### src/rtl/cpu_types_pkg.sv
// Shared CPU-side types: word, RAM status and memory arbiter state encodings.
// Pure declarations; no logic, no latency, no flow control.
package cpu_types_pkg;
    localparam int NUM_CPUS = 2;
    localparam int WORD_W   = 32;

    typedef logic [WORD_W-1:0] word_t;

    typedef enum logic [1:0] {
        FREE   = 2'd0,
        BUSY   = 2'd1,
        ACCESS = 2'd2,
        ERROR  = 2'd3
    } ramstate_t;

    typedef enum logic {
        IDLE  = 1'b0,
        GRANT = 1'b1
    } arb_state_t;
endpackage

### src/rtl/memory_arbiter_rr_picker.sv
// rr_picker: first set request at or after i_start (wrapping), as one-hot and index.
// Purely combinational, zero latency; no flow control.
module rr_picker #(
    parameter int N  = 2,
    parameter int IW = (N > 1) ? $clog2(N) : 1
) (
    input  logic [N-1:0]  i_req,
    input  logic [IW-1:0] i_start,
    output logic [N-1:0]  o_gnt,
    output logic [IW-1:0] o_idx,
    output logic          o_any
);
    logic [N-1:0]  w_rot;
    logic [IW-1:0] w_first;
    logic [IW:0]   w_sum;

    // Rotate so that i_start lands at bit 0, then take the lowest set bit.
    assign w_rot = N'({i_req, i_req} >> i_start);
    assign o_any = |i_req;

    always_comb begin
        w_first = '0;
        for (int k = N - 1; k >= 0; k--) begin
            if (w_rot[k]) begin
                w_first = IW'(k);
            end
        end
    end

    assign w_sum = {1'b0, w_first} + {1'b0, i_start};
    assign o_idx = (w_sum >= N[IW:0]) ? IW'(w_sum - N[IW:0]) : w_sum[IW-1:0];
    assign o_gnt = o_any ? (N'(1) << o_idx) : '0;
endmodule

### src/rtl/memory_arbiter.sv
// Shares one RAM port among all icache/dcache ports; MEMARB_RR_EN selects rotating core priority.
// Grant registered one cycle after request; requesters hold wait high until their ACCESS cycle.
module memory_arbiter
    import cpu_types_pkg::*;
#(
    parameter int CPUS   = NUM_CPUS,
    parameter int ADDR_W = WORD_W
) (
    input  logic                         CLK,
    input  logic                         nRST,
    input  logic [CPUS-1:0]              iREN,
    input  logic [CPUS-1:0][ADDR_W-1:0]  iaddr,
    input  logic [CPUS-1:0]              dREN,
    input  logic [CPUS-1:0]              dWEN,
    input  logic [CPUS-1:0][ADDR_W-1:0]  daddr,
    input  logic [CPUS-1:0][ADDR_W-1:0]  dstore,
    output logic [CPUS-1:0]              iwait,
    output logic [CPUS-1:0]              dwait,
    output logic [CPUS-1:0][ADDR_W-1:0]  iload,
    output logic [CPUS-1:0][ADDR_W-1:0]  dload,
    output logic                         ramREN,
    output logic                         ramWEN,
    output logic [ADDR_W-1:0]            ramaddr,
    output logic [ADDR_W-1:0]            ramstore,
    input  logic [ADDR_W-1:0]            ramload,
    input  logic [1:0]                   ramstate,
    output logic                         arb_busy
);
    localparam int OW = (CPUS > 1) ? $clog2(CPUS) : 1;

    arb_state_t    r_state, w_state_nxt;
    logic [OW-1:0] r_owner_cpu, w_owner_cpu_nxt;
    logic          r_owner_is_d, w_owner_is_d_nxt;
    logic [OW-1:0] r_rr_ptr, w_rr_ptr_nxt;

    logic [CPUS-1:0] w_core_dreq;
    logic [CPUS-1:0] w_core_req;
    logic [OW-1:0]   w_start;
    logic [CPUS-1:0] w_pick_gnt;
    logic [OW-1:0]   w_pick_idx;
    logic            w_pick_any;
    logic            w_own_req;
    ramstate_t       w_ramstate;

    assign w_ramstate  = ramstate_t'(ramstate);
    assign w_core_dreq = dREN | dWEN;
    assign w_core_req  = iREN | w_core_dreq;
    assign w_own_req   = r_owner_is_d ? w_core_dreq[r_owner_cpu] : iREN[r_owner_cpu];

`ifdef MEMARB_RR_EN
    assign w_start = (r_rr_ptr == OW'(CPUS - 1)) ? '0 : r_rr_ptr + OW'(1);
`else
    assign w_start = '0;
`endif

    rr_picker #(
        .N  (CPUS),
        .IW (OW)
    ) u_rr_picker (
        .i_req   (w_core_req),
        .i_start (w_start),
        .o_gnt   (w_pick_gnt),
        .o_idx   (w_pick_idx),
        .o_any   (w_pick_any)
    );

    always_ff @(posedge CLK or negedge nRST) begin
        if (!nRST) begin
            r_state      <= IDLE;
            r_owner_cpu  <= '0;
            r_owner_is_d <= 1'b0;
            r_rr_ptr     <= '0;
        end else begin
            r_state      <= w_state_nxt;
            r_owner_cpu  <= w_owner_cpu_nxt;
            r_owner_is_d <= w_owner_is_d_nxt;
            r_rr_ptr     <= w_rr_ptr_nxt;
        end
    end

    always_comb begin
        w_state_nxt      = r_state;
        w_owner_cpu_nxt  = r_owner_cpu;
        w_owner_is_d_nxt = r_owner_is_d;
        w_rr_ptr_nxt     = r_rr_ptr;
        iwait            = '1;
        dwait            = '1;
        iload            = '0;
        dload            = '0;
        ramREN           = 1'b0;
        ramWEN           = 1'b0;
        ramaddr          = '0;
        ramstore         = '0;
        arb_busy         = 1'b0;
        case (r_state)
            IDLE: begin
                if (w_pick_any) begin
                    w_state_nxt      = GRANT;
                    w_owner_cpu_nxt  = w_pick_idx;
                    w_owner_is_d_nxt = |(w_pick_gnt & w_core_dreq);
                end
            end
            GRANT: begin
                arb_busy = 1'b1;
                // A withdrawn request releases the port without completing.
                if (!w_own_req) begin
                    w_state_nxt = IDLE;
                end else begin
                    if (r_owner_is_d) begin
                        ramaddr  = daddr[r_owner_cpu];
                        ramstore = dstore[r_owner_cpu];
                        ramWEN   = dWEN[r_owner_cpu];
                        ramREN   = dREN[r_owner_cpu] & ~dWEN[r_owner_cpu];
                    end else begin
                        ramaddr  = iaddr[r_owner_cpu];
                        ramREN   = 1'b1;
                    end
                    if (w_ramstate == ACCESS) begin
                        w_state_nxt  = IDLE;
                        w_rr_ptr_nxt = r_owner_cpu;
                        if (r_owner_is_d) begin
                            dwait[r_owner_cpu] = 1'b0;
                            dload[r_owner_cpu] = ramload;
                        end else begin
                            iwait[r_owner_cpu] = 1'b0;
                            iload[r_owner_cpu] = ramload;
                        end
                    end
                end
            end
            default: w_state_nxt = IDLE;
        endcase
    end
endmodule

### config.mk
export PLATFORM = sky130hd
export DESIGN_NAME = memory_arbiter
export DESIGN_NICKNAME = d
export VERILOG_FILES = /design/src/rtl/cpu_types_pkg.sv /design/src/rtl/memory_arbiter_rr_picker.sv /design/src/rtl/memory_arbiter.sv
export SDC_FILE = /design/constraint.sdc
export NUM_CORES = 1
export LEC_CHECK = 0
export CORE_AREA = 2 2 168 170
export CTS_CLUSTER_DIAMETER = 60
export DETAILED_ROUTE_END_ITERATION = 10
export DIE_AREA = 0 0 170 172
export PLACE_DENSITY = 0.39
export SLEW_MARGIN = 25
export SYNTH_ARGS = -nofsm -noshare
export SYNTH_HDL_FRONTEND = slang
export SYNTH_HIERARCHICAL = 1
export SYNTH_SLANG_ARGS = --single-unit
export TNS_END_PERCENT = 10
### constraint.sdc
create_clock -name CLK -period 2 [get_ports CLK]
set_input_delay 0.3 -clock CLK [delete_from_list [all_inputs] [get_ports CLK]]
set_output_delay 0.3 -clock CLK [all_outputs]
set_load 0.01 [all_outputs]
==> summary.txt, run 1 <==
Setup path
  – RR Startpoint: r_owner_cpu
  – FF-to-FF End: r_state
  – Setup CP Type: flip-flop to primary output
  – Req. time, crit path: 1700 ps
  – Depth of the worst register-to-register path: 6
  – Reg2Reg Setup Slack: 520 ps
  – Startpoint type of the worst setup path: flip-flop
  – Crit path max fanout: 6
  – Worst path arrival time: 1940 ps
  – Element type at the critical path end: primary output

Routing
  – Vias: 4,338
  – DRC: 0
  – DR iter-0 viols: 97
  – Routed WL per cell: 18.2 µm
  – DR vias/cell: 3.74
  – Drt total wl: 21,100 µm
  – Post-route ant nets: 0
  – Drt pass-1 iters: 4

GRT
  – Initial antenna violation count: 6
  – Total grt overflow: 0
  – First-pass GRT wire length: 28,500 µm
  – GRT Resource Usage Total: 13.0%
  – Largest net degree at the start of global routing: 35
  – Vias in the first global route: 4,517

Min path
  – Hold crit path type: input port to asynchronous set/reset pin

Place
  – Hpwl dp: 15,900 µm
  – Number of port buffers: 432
  – Placement Setup Slack: -837 ps
  – Dpl cells: 1,121
  – Placer Congestion: 0.702

Power
  – VDD IR max: 0.363 mV
  – P_leak: 3.72 nW
  – Power Density: 742 nW/µm²

Logic synthesis
  – Top post-synthesis cells by count: and2_1 (107), nor2_1 (40), nor2b_1 (33)
  – Mapped Area: 2710 µm²
  – Syn Inst Count: 338
  – Yosys warnings: 6
  – Share of the synthesized area in the top cell type: 26.6%
  – Largest cells by area after synthesis: mux4_2 (27%), and2_1 (25%), mux2i_1 (12%), nor2b_1 (7.6%), and2_2 (6.1%)
  – Fraction of registers with async set/reset: 100%
  – Cell taking the most area after synthesis: mux4_2
  – Synth cell types: 38
  – Register bit total from synthesis: 3
  – Commonest register cell after synthesis: dfrtp_1
  – Register area share after synthesis: 2.77%
  – Syn Area/Cell: 8.01 µm²
  – Count leader, synth: and2_1
  – Number of enable flip-flop cells after synthesis: 0

CTS
  – CTS root buffer: clkbuf_16
  – CTS Buffer Depth: 2
  – CTS tree: done
  – Cts-stage hold buffer count: 0
  – Sink Count: 3
  – Clock transition at the registers of the reported paths: 30 ps
  – CTS Buf Count: 3
  – H-tree Lvls: 1
  – Clk_lat worst skew: 220 ps

Layout
  – Synthesis-to-layout area growth: 203%
  – Final net count: 1,044
  – Post-route insts no fill: 1,159
  – Layout cell share with drive strength beyond 1: 47.3%
  – Finished Core Util: 29.8%

Die
  – Io pins: 433
  – Starting Density: 9.85%
  – Core area: 27,500 µm²
  – Die Wd: 170 µm
  – Num rows: 61
  – Die H: 172 µm
  – Die footprint: 29,200 µm²

Flow run
  – Max-Cap Viols: 0

Status
  – Outcome: complete, but fails checks
  – Failing checks: negative setup slack

STA
  – Period utilization: 112%
  – Skew final: 1.06 ps
  – Min Hold Slack: 259 ps
  – Final Hold Viols: 0
  – Min cycle time layout: 2240 ps
  – Fmax: 446 MHz
  – Fin Setup TNS: -13,750 ps
  – Final WS setup: -241 ps
  – RSZ-0062 raised after global routing: true
  – Setup violators final: 151
  – Slew Viols, Final: 0
==> worst max path at each step <==
stage	slack [ps]	to	cells after the start	start
CTS	-370	iload[9]	7	r_owner_cpu
detailed placement	-840	iload[19]	7	dREN[0]
global placement	-840	iload[19]	7	dWEN[0]
floorplan	110	dload[23]	5	r_owner_cpu
global route	-330	iload[15]	7	r_owner_is_d
finish	-240	ramaddr[21]	5	r_owner_cpu
==> registers in the layout (all words and copies together) (netlist names) <==
signal and count:
r_state 1, r_owner_cpu 1, r_owner_is_d 1
==> power breakdown <==
part | switching [mW] | internal [mW]
Combinational | 2.53 | 3.09
Clock | 0.0569 | 0.263
Sequential | 0.0407 | 0.101
Total | 2.63 | 3.46
==> layout by cell type, fill, tap and decap left out, types with 3 or more instances in the layout <==
master           synthesis  final
and2_4                   0     66
inv_1                    7      7
conb_1                   1      3
buf_6                    1     94
clkbuf_16                0      7
nor3_4                   0      3
buf_2                    6     84
buf_12                   0     14
nor2_1                  40     36
buf_16                   0      7
dlygate4sd2_1            0     14
and2_1                 107     60
diode_2                  0      4
clkdlybuf4s50_1          0    226
mux4_2                  32     32
nor2b_1                 33     31
nor2_2                   1      5
buf_4                    1     28
and2_2                  22      3
clkbuf_2                 3     16
buf_8                    0      6
mux2i_1                 32     32
==> metal layers <==
| metal | part of all wire, % | wire length (µm) | GRT usage [%] | vias to the layer above |
|---|---|---|---|---|
| met3 | 8.9 | 1870 | 3.52 | 20 |
| li1 | - | - | - | 2091 |
| met5 | 0 | 0 | 0 | - |
| met2 | 54 | 11300 | 25.9 | 258 |
| met4 | 1.7 | 367 | 2.94 | 0 |
| met1 | 36 | 7470 | 13.6 | 1969 |
==> per-stage QoR <==
stage	area [µm²]	power (mW)
2_1_floorplan	2720	2.76
3_3_place_gp	7700	5.75
3_5_place_dp	7700	5.70
4_1_cts	7950	5.89
5_1_grt	8190	6.54
6_report	8200	6.08
==> worst max-delay path, cell delays in order, from the launching register on <==
cell and delay [ps]:
dfrtp_4 440, buf_12 160, buf_8 140, mux4_2 540
nor2b_1 150, dlygate4sd2_1 280
==> timing repair <==
item,in CTS,in global routing
cloned,8,3
pin swaps,34,10
resized for setup,838,142
setup endpoints to repair,198,195
setup buffers,18,3
==> logic make-up (layout without fill, tap and decap cells) <==
logic type             after synthesis  count (layout)  share of synthesized area (%)
other                                1               7                          0.138
AND/OR/NAND/NOR                    219             219                           48.1
multiplexers                        65              65                           38.9
AO/OA/AOI/OAI                       12              12                           3.28
flip-flops                           3               3                           2.77
buffers and inverters               38             507                           6.84
==> layout make-up <==
class                           count  area [µm²]
Inverter                            7        26.3
Fill cell                        2968       19300
Tap cell                          346         433
Sequential cell                     3        80.1
Multi-Input combinational cell    299        2720
Timing Repair Buffer              496        4850
Clock buffer                        4        78.8
Antenna cell                        4        10.0
(Power assumes the default switching activity.)
==> run 2: changes to the inputs <==
--- a/config.mk
+++ b/config.mk
@@ -5,6 +5,7 @@
 export SDC_FILE = /design/constraint.sdc
 export NUM_CORES = 1
 export LEC_CHECK = 0
+export CAP_MARGIN = 0
 export CORE_AREA = 2 2 168 170
 export CTS_CLUSTER_DIAMETER = 60
 export DETAILED_ROUTE_END_ITERATION = 10
==> results of run 2 <==
Same layout as run 1: the final DEF is identical, and so are final timing and power.
==> run 3: changes to the inputs <==
==> constraint.sdc (replaced) <==
create_clock -name CLK -period 2 [get_ports CLK]
set_input_delay 0.3 -clock CLK [delete_from_list [all_inputs] [get_ports CLK]]
set_output_delay 0.3 -clock CLK [all_outputs]
set_load 0.05 [all_outputs]
==> summary.txt, run 3 (synthesis results as in run 1) <==
Setup path
  – Cells along the critical path: a2111o_1 > buf_4 > buf_6 > o21a_4 > buf_12 > a21oi_4 > buf_12
  – Slowest stage cell on the critical path: dfrtp_4
  – Setup CP Type: flip-flop to primary output
  – Crit path largest cell delay: 480 ps (-60 ps)
  – Element type at the critical path end: primary output
  – Top Family by Delay on Critical Path: compound AO/OA/AOI/OAI gates
  – Startpoint type of the worst setup path: flip-flop
  – Most frequent cell on the critical path: buf_12
  – Req. time, crit path: 1700 ps (about the same)
  – CP Buf/Inv Count: 4 (+1)
  – Crit path max fanout: 7 (+1)
  – Worst path arrival time: 2020 ps (+80 ps)

Place
  – Dpl cells: 1,117 (-0.36%)
  – Placer Congestion: 0.799 (+14%)
  – Placement Setup Slack: -525 ps (+312 ps)
  – Number of port buffers: 432 (unchanged)
  – Hpwl dp: 17,200 µm (+8.1%)

GRT
  – First-pass GRT wire length: 29,100 µm (+2.2%)
  – Total grt overflow: 0 (unchanged)
  – Initial antenna violation count: 1 (-5)
  – GRT Resource Usage Total: 13.3% (+0.21 points)
  – Largest net degree at the start of global routing: 34 (-2.9%)
  – Vias in the first global route: 4,680 (+3.6%)

STA
  – Setup violators final: 194 (+28%)
  – Period utilization: 116% (+4.1 points)
  – Final Hold Viols: 0 (unchanged)
  – Fmax: 431 MHz (-3.5%)
  – Slew Viols, Final: 0 (unchanged)
  – Min cycle time layout: 2320 ps (+81.4 ps)
  – RSZ-0062 raised after global routing: true
  – Final WS setup: -322 ps (-81.4 ps)
  – Skew final: 1.57 ps (+0.514 ps)

CTS
  – H-tree Lvls: 1 (unchanged)
  – Clk_lat worst skew: 230 ps (about the same)
  – CTS tree: done
  – CTS Buffer Depth: 2 (unchanged)
  – CTS Buf Count: 3 (unchanged)
  – Cts-stage hold buffer count: 0 (unchanged)
  – CTS root buffer: clkbuf_16
  – Sink Count: 3 (unchanged)
  – Clock transition at the registers of the reported paths: 30 ps (about the same)

Power
  – VDD IR max: 0.420 mV (+16%)
  – P_leak: 4.26 nW (+15%)
  – Power Density: 1130 nW/µm² (+52%)

Routing
  – Post-route ant nets: 0 (unchanged)
  – Routed WL per cell: 19.1 µm (+5.3%)
  – DRC: 0 (unchanged)
  – DR vias/cell: 3.83 (+2.3%)
  – Vias: 4,375 (+0.85%)
  – Drt pass-1 iters: 4 (unchanged)
  – Drt total wl: 21,900 µm (+3.8%)
  – DR iter-0 viols: 75 (-23%)

Layout
  – Most frequent cells in the layout: clkdlybuf4s50_1 (226), buf_12 (204), and2_4 (96), and2_1 (33)
  – Regs by FF count: r_owner_cpu: 1 flops, r_owner_is_d: 1 flops, r_state: 1 flops
  – Post-route insts no fill: 1,143 (-1.4%)
  – Commonest non-fill, non-tap cell in the layout: clkdlybuf4s50_1
  – Final net count: 1,030 (-1.3%)
  – Layout cell share with drive strength beyond 1: 58.1% (+11 points)
  – Synthesis-to-layout area growth: 296%

Status
  – Failing checks: negative setup slack
  – Outcome: complete, but fails checks

Die
  – Num rows: 61 (unchanged)
  – Die footprint: 29,200 µm² (unchanged)
  – Starting Density: 9.85% (unchanged)
  – Die Wd: 170 µm (unchanged)
  – Io pins: 433 (unchanged)
  – Die H: 172 µm (unchanged)
  – Core area: 27,500 µm² (unchanged)

Flow run
  – Max-Cap Viols: 0 (unchanged)

Min path
  – Hold crit path type: input port to asynchronous set/reset pin
## run 3: changes by cell type in the layout (fill, tap and decap cells not counted), moves of 27 or more
cell and delta:
buf_12 +190, nor2_4 +30, nor2b_1 -30, nor2_1 -28, and2_4 +30, buf_6 -83, buf_2 -84, and2_1 -27
## run 3: area by class of cell
| type | count | area (µm²) |
|---|---|---|
| Clock buffer | 4 | 78.8 |
| Timing Repair Buffer | 480 | 6890 |
| Inverter | 7 | 26.3 |
| Fill cell | 2656 | 16800 |
| Tap cell | 346 | 433 |
| Antenna cell | 2 | 5.00 |
| Multi-Input combinational cell | 301 | 3200 |
| Sequential cell | 3 | 81.3 |
## run 3: metal layers
layer  vias to the layer above  GRT usage [%]  part of all wire, %
li1                       2068              -                    -
met1                      2078           13.4                   34
met2                       225           27.6                   57
met3                         4           3.52                  7.9
met4                         0           1.45                 0.27
met5                         -              0                    0
## run 3: report_power, final
part           internal, mW  switching, mW  total, mW
registers             0.102         0.0419      0.144
logic                  5.76           5.88       11.6
clock network         0.263         0.0566      0.320
total                  6.12           5.98       12.1
## run 3: worst paths after layout
check | startpoint | endpoint | slack (ps) | cells after the start
setup / recovery | r_owner_cpu | ramREN | -320 | 7
hold / removal | nRST | r_owner_cpu | 280 | 1
setup reg to reg | r_owner_cpu | r_state | 290 | 6
hold reg to reg | r_owner_is_d | r_owner_is_d | 770 | 3
max in group asynchronous | nRST | r_owner_cpu | 1530 | 1
min in group CLK | iREN[0] | r_owner_is_d | 690 | 5
## run 3: stage by stage
step	cell area (µm²)	total power, mW	TNS [ps]	hold slack, ps	utilization (%)
after global routing	10700	12.6	-41640	288	39.0
after detailed placement	9830	10.7	-61370	517	35.8
final	10700	12.1	-28080	279	39.0
after floorplan	2940	5.74	-15640	4.41	-
after global placement	9830	10.7	-60200	512	35.8
after CTS	10400	11.6	-30820	283	37.7
## run 3: timing repair
action / CTS / global route
pin swaps: 17 / 16
gates resized for setup: 120 / 77
hold endpoints to repair: 0 / 0
buffers inserted: 7 / 6
cloned: 6 / 4
endpoints found under the setup margin: 197 / 198
